[src/rtl/decoder_pkg.sv]
// Shared 64b66b receive-path definitions: sync-header codes and block-sync FSM states.
// Used by the block-lock controller, the descrambler and the decoder.
package decoder_pkg;

  localparam logic [1:0] SH_DATA = 2'b01;
  localparam logic [1:0] SH_CTRL = 2'b10;

  typedef enum logic [1:0] {
    BS_TEST,
    BS_SLIP,
    BS_WAIT
  } bs_state_t;

  // 00 and 11 never occur on a correctly aligned 66-bit block.
  function automatic logic sh_valid(input logic [1:0] sh);
    return (sh == SH_DATA) || (sh == SH_CTRL);
  endfunction

endpackage

[src/rtl/block_sync_ctrl_if.sv]
// 66-bit block stream (2-bit sync header + 64-bit payload) with a valid/ready handshake.
interface block_sync_ctrl_if;

  logic [1:0]  ttype;
  logic [63:0] tdata;
  logic        tvalid;
  logic        tready;

  modport master (
    output ttype,
    output tdata,
    output tvalid,
    input  tready
  );

  modport slave (
    input  ttype,
    input  tdata,
    input  tvalid,
    output tready
  );

endinterface

[src/rtl/axis_reg_slice.sv]
// Single-stage registered stream slice. A beat is captured only when load is high; the
// upstream ready is low while held data is stalled downstream, and during reset.
module axis_reg_slice #(
  parameter int unsigned W = 66
) (
  input  logic         clk,
  input  logic         reset,
  input  logic         load,
  input  logic [W-1:0] in_data,
  output logic         in_ready,
  output logic [W-1:0] out_data,
  output logic         out_valid,
  input  logic         out_ready
);

  logic         valid_q;
  logic [W-1:0] data_q;

  assign in_ready  = !reset && (!valid_q || out_ready);
  assign out_valid = valid_q;
  assign out_data  = data_q;

  always_ff @(posedge clk) begin
    if (reset) begin
      valid_q <= 1'b0;
      data_q  <= '0;
    end else begin
      // load is only raised for an accepted beat, so it never overwrites stalled data.
      if (load) begin
        valid_q <= 1'b1;
        data_q  <= in_data;
      end else if (out_ready) begin
        valid_q <= 1'b0;
      end
    end
  end

endmodule

[src/rtl/block_sync_ctrl.sv]
// 64b66b block-lock controller: checks sync headers, runs the lock/slip FSM, and forwards
// blocks downstream only while lock is held.
module block_sync_ctrl
  import decoder_pkg::*;
#(
  parameter int unsigned SH_CNT_MAX = 64,
  parameter int unsigned INVLD_MAX  = 16,
  parameter int unsigned SLIP_WAIT  = 4
) (
  input  logic                    clk,
  input  logic                    reset,
  block_sync_ctrl_if.slave        s_axis,
  block_sync_ctrl_if.master       m_axis,
  output logic                    rx_slip,
  output logic                    block_lock,
  output logic [15:0]             slip_cnt
);

  localparam logic [6:0] ShCntMax = 7'(SH_CNT_MAX);
  localparam logic [4:0] InvldMax = 5'(INVLD_MAX);
  localparam logic [7:0] SlipWait = 8'(SLIP_WAIT);

  bs_state_t   state_q, state_d;
  logic [6:0]  sh_cnt_q, sh_cnt_d, sh_next;
  logic [4:0]  invld_cnt_q, invld_cnt_d, invld_next;
  logic [7:0]  wait_cnt_q, wait_cnt_d;
  logic [15:0] slip_cnt_q, slip_cnt_d;
  logic        lock_q, lock_d;
  logic        go_slip;
  logic        s_ready;
  logic        accept;

  assign s_axis.tready = s_ready;
  assign accept        = s_axis.tvalid && s_ready;

  // Forwarding uses the lock value from before this beat's header update.
  axis_reg_slice #(
    .W (66)
  ) u_out_slice (
    .clk       (clk),
    .reset     (reset),
    .load      (accept && lock_q),
    .in_data   ({s_axis.ttype, s_axis.tdata}),
    .in_ready  (s_ready),
    .out_data  ({m_axis.ttype, m_axis.tdata}),
    .out_valid (m_axis.tvalid),
    .out_ready (m_axis.tready)
  );

  always_comb begin
    state_d     = state_q;
    sh_cnt_d    = sh_cnt_q;
    invld_cnt_d = invld_cnt_q;
    wait_cnt_d  = wait_cnt_q;
    slip_cnt_d  = slip_cnt_q;
    lock_d      = lock_q;
    go_slip     = 1'b0;
    sh_next     = sh_cnt_q + 7'd1;
    invld_next  = invld_cnt_q + 5'd1;

    unique case (state_q)
      BS_TEST: begin
        if (accept) begin
          sh_cnt_d = sh_next;
          if (!sh_valid(s_axis.ttype)) begin
            if (!lock_q || (invld_next == InvldMax)) begin
              go_slip = 1'b1;
            end else begin
              invld_cnt_d = invld_next;
            end
          end
          // A bad header on the last beat of a window slips rather than closing the window.
          if (go_slip) begin
            state_d     = BS_SLIP;
            lock_d      = 1'b0;
            sh_cnt_d    = '0;
            invld_cnt_d = '0;
          end else if (sh_next == ShCntMax) begin
            if (invld_cnt_d == '0) begin
              lock_d = 1'b1;
            end
            sh_cnt_d    = '0;
            invld_cnt_d = '0;
          end
        end
      end

      BS_SLIP: begin
        lock_d      = 1'b0;
        sh_cnt_d    = '0;
        invld_cnt_d = '0;
        if (slip_cnt_q != '1) begin
          slip_cnt_d = slip_cnt_q + 16'd1;
        end
        // A beat taken during the slip cycle already counts toward the settle window.
        if (accept && (SlipWait <= 8'd1)) begin
          state_d    = BS_TEST;
          wait_cnt_d = '0;
        end else begin
          state_d    = BS_WAIT;
          wait_cnt_d = accept ? 8'd1 : 8'd0;
        end
      end

      BS_WAIT: begin
        if (accept) begin
          if ((wait_cnt_q + 8'd1) >= SlipWait) begin
            state_d    = BS_TEST;
            wait_cnt_d = '0;
          end else begin
            wait_cnt_d = wait_cnt_q + 8'd1;
          end
        end
      end

      default: begin
        state_d = BS_TEST;
      end
    endcase
  end

  always_ff @(posedge clk) begin
    if (reset) begin
      state_q     <= BS_TEST;
      sh_cnt_q    <= '0;
      invld_cnt_q <= '0;
      wait_cnt_q  <= '0;
      slip_cnt_q  <= '0;
      lock_q      <= 1'b0;
    end else begin
      state_q     <= state_d;
      sh_cnt_q    <= sh_cnt_d;
      invld_cnt_q <= invld_cnt_d;
      wait_cnt_q  <= wait_cnt_d;
      slip_cnt_q  <= slip_cnt_d;
      lock_q      <= lock_d;
    end
  end

  assign rx_slip    = (state_q == BS_SLIP);
  assign block_lock = lock_q;
  assign slip_cnt   = slip_cnt_q;

endmodule
[src/flat_wrapper.sv]
// flat-port wrapper written by rule: the top's interface ports become plain ports
module block_sync_ctrl_flat import decoder_pkg::*;
#(
  parameter int unsigned SH_CNT_MAX = 64,
  parameter int unsigned INVLD_MAX  = 16,
  parameter int unsigned SLIP_WAIT  = 4
)
  (clk, reset, rx_slip, block_lock, slip_cnt, s_axis_ttype, s_axis_tdata, s_axis_tvalid, s_axis_tready, m_axis_ttype, m_axis_tdata, m_axis_tvalid, m_axis_tready);
  block_sync_ctrl_if s_axis_i ();
  block_sync_ctrl_if m_axis_i ();
  input  logic clk;
  input  logic reset;
  output logic rx_slip;
  output logic block_lock;
  output logic [15:0] slip_cnt;
  input wire logic [$bits(s_axis_i.ttype)-1:0] s_axis_ttype;
  input wire logic [$bits(s_axis_i.tdata)-1:0] s_axis_tdata;
  input wire logic [$bits(s_axis_i.tvalid)-1:0] s_axis_tvalid;
  output wire logic [$bits(s_axis_i.tready)-1:0] s_axis_tready;
  output wire logic [$bits(m_axis_i.ttype)-1:0] m_axis_ttype;
  output wire logic [$bits(m_axis_i.tdata)-1:0] m_axis_tdata;
  output wire logic [$bits(m_axis_i.tvalid)-1:0] m_axis_tvalid;
  input wire logic [$bits(m_axis_i.tready)-1:0] m_axis_tready;
  assign s_axis_i.ttype = s_axis_ttype;
  assign s_axis_i.tdata = s_axis_tdata;
  assign s_axis_i.tvalid = s_axis_tvalid;
  assign s_axis_tready = s_axis_i.tready;
  assign m_axis_ttype = m_axis_i.ttype;
  assign m_axis_tdata = m_axis_i.tdata;
  assign m_axis_tvalid = m_axis_i.tvalid;
  assign m_axis_i.tready = m_axis_tready;
  block_sync_ctrl #(.SH_CNT_MAX(SH_CNT_MAX), .INVLD_MAX(INVLD_MAX), .SLIP_WAIT(SLIP_WAIT)) u_core (.clk(clk), .reset(reset), .s_axis(s_axis_i), .m_axis(m_axis_i), .rx_slip(rx_slip), .block_lock(block_lock), .slip_cnt(slip_cnt));
endmodule
[config.mk]
export PLATFORM = sky130hd
export DESIGN_NAME = block_sync_ctrl_flat
export DESIGN_NICKNAME = d
export VERILOG_FILES = /design/src/rtl/decoder_pkg.sv /design/src/rtl/block_sync_ctrl_if.sv /design/src/rtl/axis_reg_slice.sv /design/src/rtl/block_sync_ctrl.sv /design/src/flat_wrapper.sv
export SDC_FILE = /design/constraint.sdc
export NUM_CORES = 1
export LEC_CHECK = 0
export BUFFER_PORTS_ARGS = -buffer_cell sky130_fd_sc_hd__buf_2
export CORE_UTILIZATION = 53
export CTS_CLUSTER_SIZE = 24
export DETAILED_ROUTE_END_ITERATION = 6
export PLACE_DENSITY = 0.89
export SETUP_SLACK_MARGIN = 0.05
export SKIP_CTS_REPAIR_TIMING = 1
export SYNTH_ARGS = -nofsm -noshare
export SYNTH_HDL_FRONTEND = slang
export SYNTH_SLANG_ARGS = --single-unit
[constraint.sdc]
create_clock -name clk -period 3.39 [get_ports clk]
set_clock_uncertainty 0.2 [all_clocks]
set_input_delay 0.678 -clock clk [delete_from_list [all_inputs] [get_ports clk]]
set_output_delay 0.678 -clock clk [all_outputs]
set_load 0.1 [all_outputs]
# After elaboration in Yosys (flattened, before gate mapping)

Cells that the tools add are included.

Bits in registers: 106
Bits of input ports: 70
Output and inout port bits: 86
Logic and storage cells: 77

Add/sub/neg operators: 4
Order comparisons: 1
Eq/ne operators: 13
Muxes and demuxes: 32
Reduce and logical (&&, ||, !) cells: 19

Operator list:

| kind                    | count |
|---|---|
| $mux W5                 | 7 |
| $mux W7                 | 3 |
| $add A16 B1 Y16 const B | 1 |
| $mux W8                 | 2 |
| $ne A16 B16 Y1 const B  | 1 |
| $pmux W8 S2             | 1 |
| $pmux W7 S2             | 1 |
| $mux W1                 | 11 |
| $pmux W5 S2             | 1 |
| $add A8 B1 Y8 const B   | 1 |
| $ge A8 B3 Y1 const B    | 1 |
| $mux W2                 | 4 |
| $ne A2 B1 Y1 const B    | 4 |
| $reduce_and A4 Y1       | 2 |
| $add A7 B1 Y7 const B   | 1 |
| $eq A7 B7 Y1 const B    | 1 |
| $ne A3 B1 Y1 const B    | 2 |
| $pmux W2 S3             | 1 |
| $reduce_and A2 Y1       | 3 |
| $reduce_bool A2 Y1      | 3 |
| $add A5 B1 Y5 const B   | 1 |
| $eq A5 B5 Y1 const B    | 1 |
| $logic_not A5 Y1        | 1 |
| $eq A2 B1 Y1 const B    | 2 |
| other kinds (6)         | 13 |

# Depth between registers and ports, before layout

Depth after elaboration: 13
Gate-level depth with buffers: 10
Mapped depth without buffers: 7

# Hierarchy

Synthesis repeated with hierarchy kept, for this count alone.

Cells, all modules: 458
Area total of the unflattened synthesis: 4448.0 µm²

By module, submodules not included:

| module          | times used | cells an instance | area each (µm²) | sequential area each (µm²) |
|---|---|---|---|---|
| axis_reg_slice  | 1          | 219               | 2411.1          | 1341.3 |
| block_sync_ctrl | 1          | 239               | 2037.0          | 780.7 |

# Least setup slack after synthesis

No wires, ideal clock.

Kind: input port to output port
Start: input reset
End: output s_axis_tready
Arrival: 1735 ps
Data required time: 2512 ps
Slack: 777 ps
Cell stages on the path: 4
Path buffers: 2
Cell sequence: buf_6 inv_2 buf_2 and2_1

Cells in the longest elaborated chain, start to end: 2

RTL lines:

| item                | line                 | source |
|---|---|---|
| from (decl)         | flat_wrapper.sv:12   | `input logic reset;` |
| $logic_not A1 Y1    | axis_reg_slice.sv:19 | `assign in_ready = !reset && (!valid_q \|\| out_ready);` |
| $logic_and A1 B1 Y1 | axis_reg_slice.sv:19 |  |
| to (decl)           | flat_wrapper.sv:19   | `output wire logic [$bits(s_axis_i.tready)-1:0] s_axis_tready;` |

No other way between the ends.

# Worst setup path in the final report

Start: register u_core.state_q[0]
End: output rx_slip

Cells in the longest elaborated chain, start to end: 1

RTL lines:

| item                   | line                   | source |
|---|---|---|
| from (decl)            | block_sync_ctrl.sv:23  | `bs_state_t state_q, state_d;` |
| from (signal assigned) | block_sync_ctrl.sv:131 | `state_q <= state_d;` |
| $eq A2 B1 Y1           | block_sync_ctrl.sv:140 | `assign rx_slip = (state_q == BS_SLIP);` |
| to (decl)              | flat_wrapper.sv:13     | `output logic rx_slip;` |

No other way between the ends.

==> qor.csv <==
stage,metric,value,unit
cells_and_area,diodes,0,
cells_and_area,fin_nets,734,
worst_setup_path,cp.depth,2,
clocking,htree_levels,3,
power_and_ir_drop,p_per_area,409,nW/um^2
sta,min_period_over_period,78.7,%
grt,grt_pass1_wl,16.8,mm
synth,synth_top_area_share,49.1,%
sta,tns,0,ps
cells_and_area,fillers,648,
synth,synth_compound_area_share,14.4,%
synth,synthMuxAreaShare,0.724,%
status,outcome,"complete, no violations",
routing,drt_iter0_markers,217,
worst_setup_path,crit_path_start,u_core.state_q[0]$_SDFFE_PP0P_,
worst_setup_path,cp-start-kind,register,
cells_and_area,final_cell_mix,"buf_2, nand2_1, dfxtp_1",
floorplan,design.core.area,7810,sq um
power_and_ir_drop,combPwrFrac,5.8,%
synth,yosysTopAreaCell,dfxtp_1,
clocking,clkTransAtPathRegs,100,ps
synth,seq_area_frac_synth,49.1,%
power_and_ir_drop,intPower,1.64,mW
sta,fmax,375,MHz
clocking,cts.sinks,106,
worst_setup_path,crit_arrival,1790,ps
grt,antenna_found_initial,0,
clocking,cts_tree,yes,
worst_setup_path,r2r_start,u_core.u_out_slice.out_valid$_SDFFE_PP0P_,
clocking,clk_path_buf_depth,2,
sta,slew_headroom,22.0,%
synth,synth-edff-count,0,
worst_setup_path,rr_worst_depth,5,
cells_and_area,instances_no_fill,766,
clocking,clk_latency,370,ps
sta,worstMarginPinSlew,1170,ps
synth,yosysWarningCount,0,
sta,finalSetupViolCount,0,
floorplan,die_w,92.3,um
synth,ys.flop_type,dfxtp_1,
cells_and_area,layout-drive-gt1-share,28.3,%
sta,slew_viol_final,0,
worst_setup_path,cp_slowest_stage_delay,520,ps
clocking,cts_root_buffer,clkbuf_8,
worst_setup_path,worstPathRequired,2510,ps
power_and_ir_drop,seqPwrFrac,58.0,%
cells_and_area,finish.utilization,67.7,%
placement,hpwl,7.17,mm
floorplan,die_area,8520,sq um
routing,drt-wirelength-per-cell,13.3,um
synth,synth_top_family_by_area,simple AND/OR/NAND/NOR gates,
power_and_ir_drop,p_sw_share,24.0,%
floorplan,rows,32,
cells_and_area,design_area,5290,sq um
worst_setup_path,rrSetupSlack,1020,ps
grt,grt_max_degree,98,
worst_hold_path,hold_start,u_core.u_out_slice.out_data[60]$_SDFFE_PP0P_,
worst_hold_path,hold_path.class,reg -> reg,
worst_setup_path,cpLargestDelayFamily,buffers and inverters,
floorplan,initial_utilization,55.3,%
power_and_ir_drop,ir_drop,0.000234,V
synth,synth_nets,599,
placement,pre_cts_ws,606,ps
routing,totalWireLength,10.2,mm
sta,post-route-min-period,2670,ps
synth,synth_seq_cells,106,
run,cap_violations,0,
synth,syn_avg_cell_area,8.25,sq um
grt,grt_usage,24.5,%
worst_setup_path,crit_end,rx_slip,
power_and_ir_drop,pwr-share-clk,36.2,%
clocking,numCtsBuffers,9,
synth,synth-xor-area-share,3.85,%
worst_setup_path,cp_num_buf_inv,1,
synth,yosys-top-cells-area,"dfxtp_1, nand2_1, a21oi_1",
worst_setup_path,r2r_end,u_core.u_out_slice.out_data[57]$_SDFFE_PP0P_,
synth,synthArstFlopShare,0,%
worst_setup_path,critical_path.endpoint_type,output pin,
power_and_ir_drop,power_switching,0.519,mW
placement,dpl-instance-area,5090,sq um
floorplan,ios,156,
synth,synthSimpleGateAreaFrac,26.6,%
placement,placedCellCount,750,
sta,rsz0062_at_grt,no,
worst_setup_path,worst-setup-path-type,reg -> out,
placement,gp_congestion,0.864,
sta,whs,258,ps
routing,vias,4083,
worst_setup_path,critPathMaxFanout,7,
routing,ant_nets,0,
synth,yosysUniqueCellTypes,50,
power_and_ir_drop,p_leak,2.26,nW
routing,dr.pass1.iters,4,
placement,port_buffers,155,
grt,overflow,0,
synth,synth_cells,524,
sta,final_hold_viol_count,0,
routing,drt_drc_violations_left,0,
floorplan,die_h,92.3,um
cells_and_area,layout_commonest_cell,buf_2,
worst_setup_path,cp_slowest_cell,buf_2,
synth,synth_fa_ha_area_share,1.45,%
synth,netlist_area,4320,sq um
grt,grt_pass1_vias,3736,
routing,avgViaCountPerCell,5.33,
sta,setup_ws,721,ps
power_and_ir_drop,finalPower,2.16,mW
cells_and_area,area_growth,22.4,%
worst_setup_path,crit_path_cell_trace,nor2b_1 -> buf_2,
synth_stat cells (2+ instances only):
cell	instances
nand2_1	153
dfxtp_1	106
a21oi_1	78
nor2_1	31
clkbuf_1	17
buf_2	14
xor2_1	12
and3_1	11
nand3_1	10
xnor2_1	7
nand4_1	6
o21ai_0	6
and4_1	5
ha_1	5
nor2b_1	5
a22oi_1	4
a31oi_1	4
and2_1	4
nor4_1	3
o211ai_1	3
a21oi_2	2
a311oi_1	2
and4b_4	2
buf_6	2
mux2i_1	2
nand2b_1	2
nor3_1	2
nor4b_1	2
o21ai_1	2
or3_1	2
tightest hold or removal path, stage by stage (launching register included):
cell     delay, ps
dfxtp_1        320
nand2_1         50
a21oi_1         50
kinds of logic after synthesis:
kind of cell	Yosys count
AO/OA/AOI/OAI	109
XOR/XNOR	19
adder cells (fa/ha/maj)	5
buffers and inverters	35
flip-flops	106
multiplexers	3
AND/OR/NAND/NOR	247
routing by layer:
| metal | track usage (%) | share of wire [%] | up-vias |
|---|---|---|---|
| met3 | 4.98 | 5.3 | 18 |
| li1 | - | - | 2041 |
| met2 | 43.4 | 51 | 128 |
| met1 | 28.7 | 42 | 1896 |
| met5 | 0 | 0 | - |
| met4 | 10.3 | 1.9 | 0 |
power groups by stage:
stage / sequential, mW / clock [mW] / combinational [mW]
after floorplan: 1.29 / 0 / 0.0650
after global placement: 1.28 / 0 / 0.123
after detailed placement: 1.28 / 0 / 0.124
after CTS: 1.25 / 0.801 / 0.125
after global routing: 1.26 / 0.855 / 0.136
final: 1.25 / 0.784 / 0.125
layout make-up:
class                      instances  area (sq um)  share of cell area (%)
sequential                       106          2120                    40.1
multi-input combinational        383          2040                    38.6
timing repair buffer             157           791                    15.0
clock buffer                      10           128                    2.41
tap                              102           128                    2.41
clock inverter                     6          72.6                    1.37
inverter                           2          7.51                   0.142
state kept, by name, summed over array words and instances, names as in the netlist:
name,flops
u_core.slip_cnt,16
u_core.block_lock,1
u_core.wait_cnt_q,8
u_core.u_out_slice.out_data,66
u_core.sh_cnt_q,7
u_core.u_out_slice.out_valid,1
u_core.invld_cnt_q,5
u_core.state_q,2
worst min path at each step:
stage / depth (start not counted) / slack, ps / endpoint
global route: 2 / 280 / u_core.u_out_slice.out_data[6]$_SDFFE_PP0P_
finish: 2 / 260 / u_core.u_out_slice.out_data[60]$_SDFFE_PP0P_
global placement: 2 / 240 / u_core.u_out_slice.out_data[35]$_SDFFE_PP0P_
floorplan: 1 / 270 / u_core.wait_cnt_q[7]$_SDFFE_PP0P_
CTS: 2 / 260 / u_core.u_out_slice.out_data[22]$_SDFFE_PP0P_
detailed placement: 2 / 240 / u_core.u_out_slice.out_data[22]$_SDFFE_PP0P_
Power figures use the tool's default switching activity.
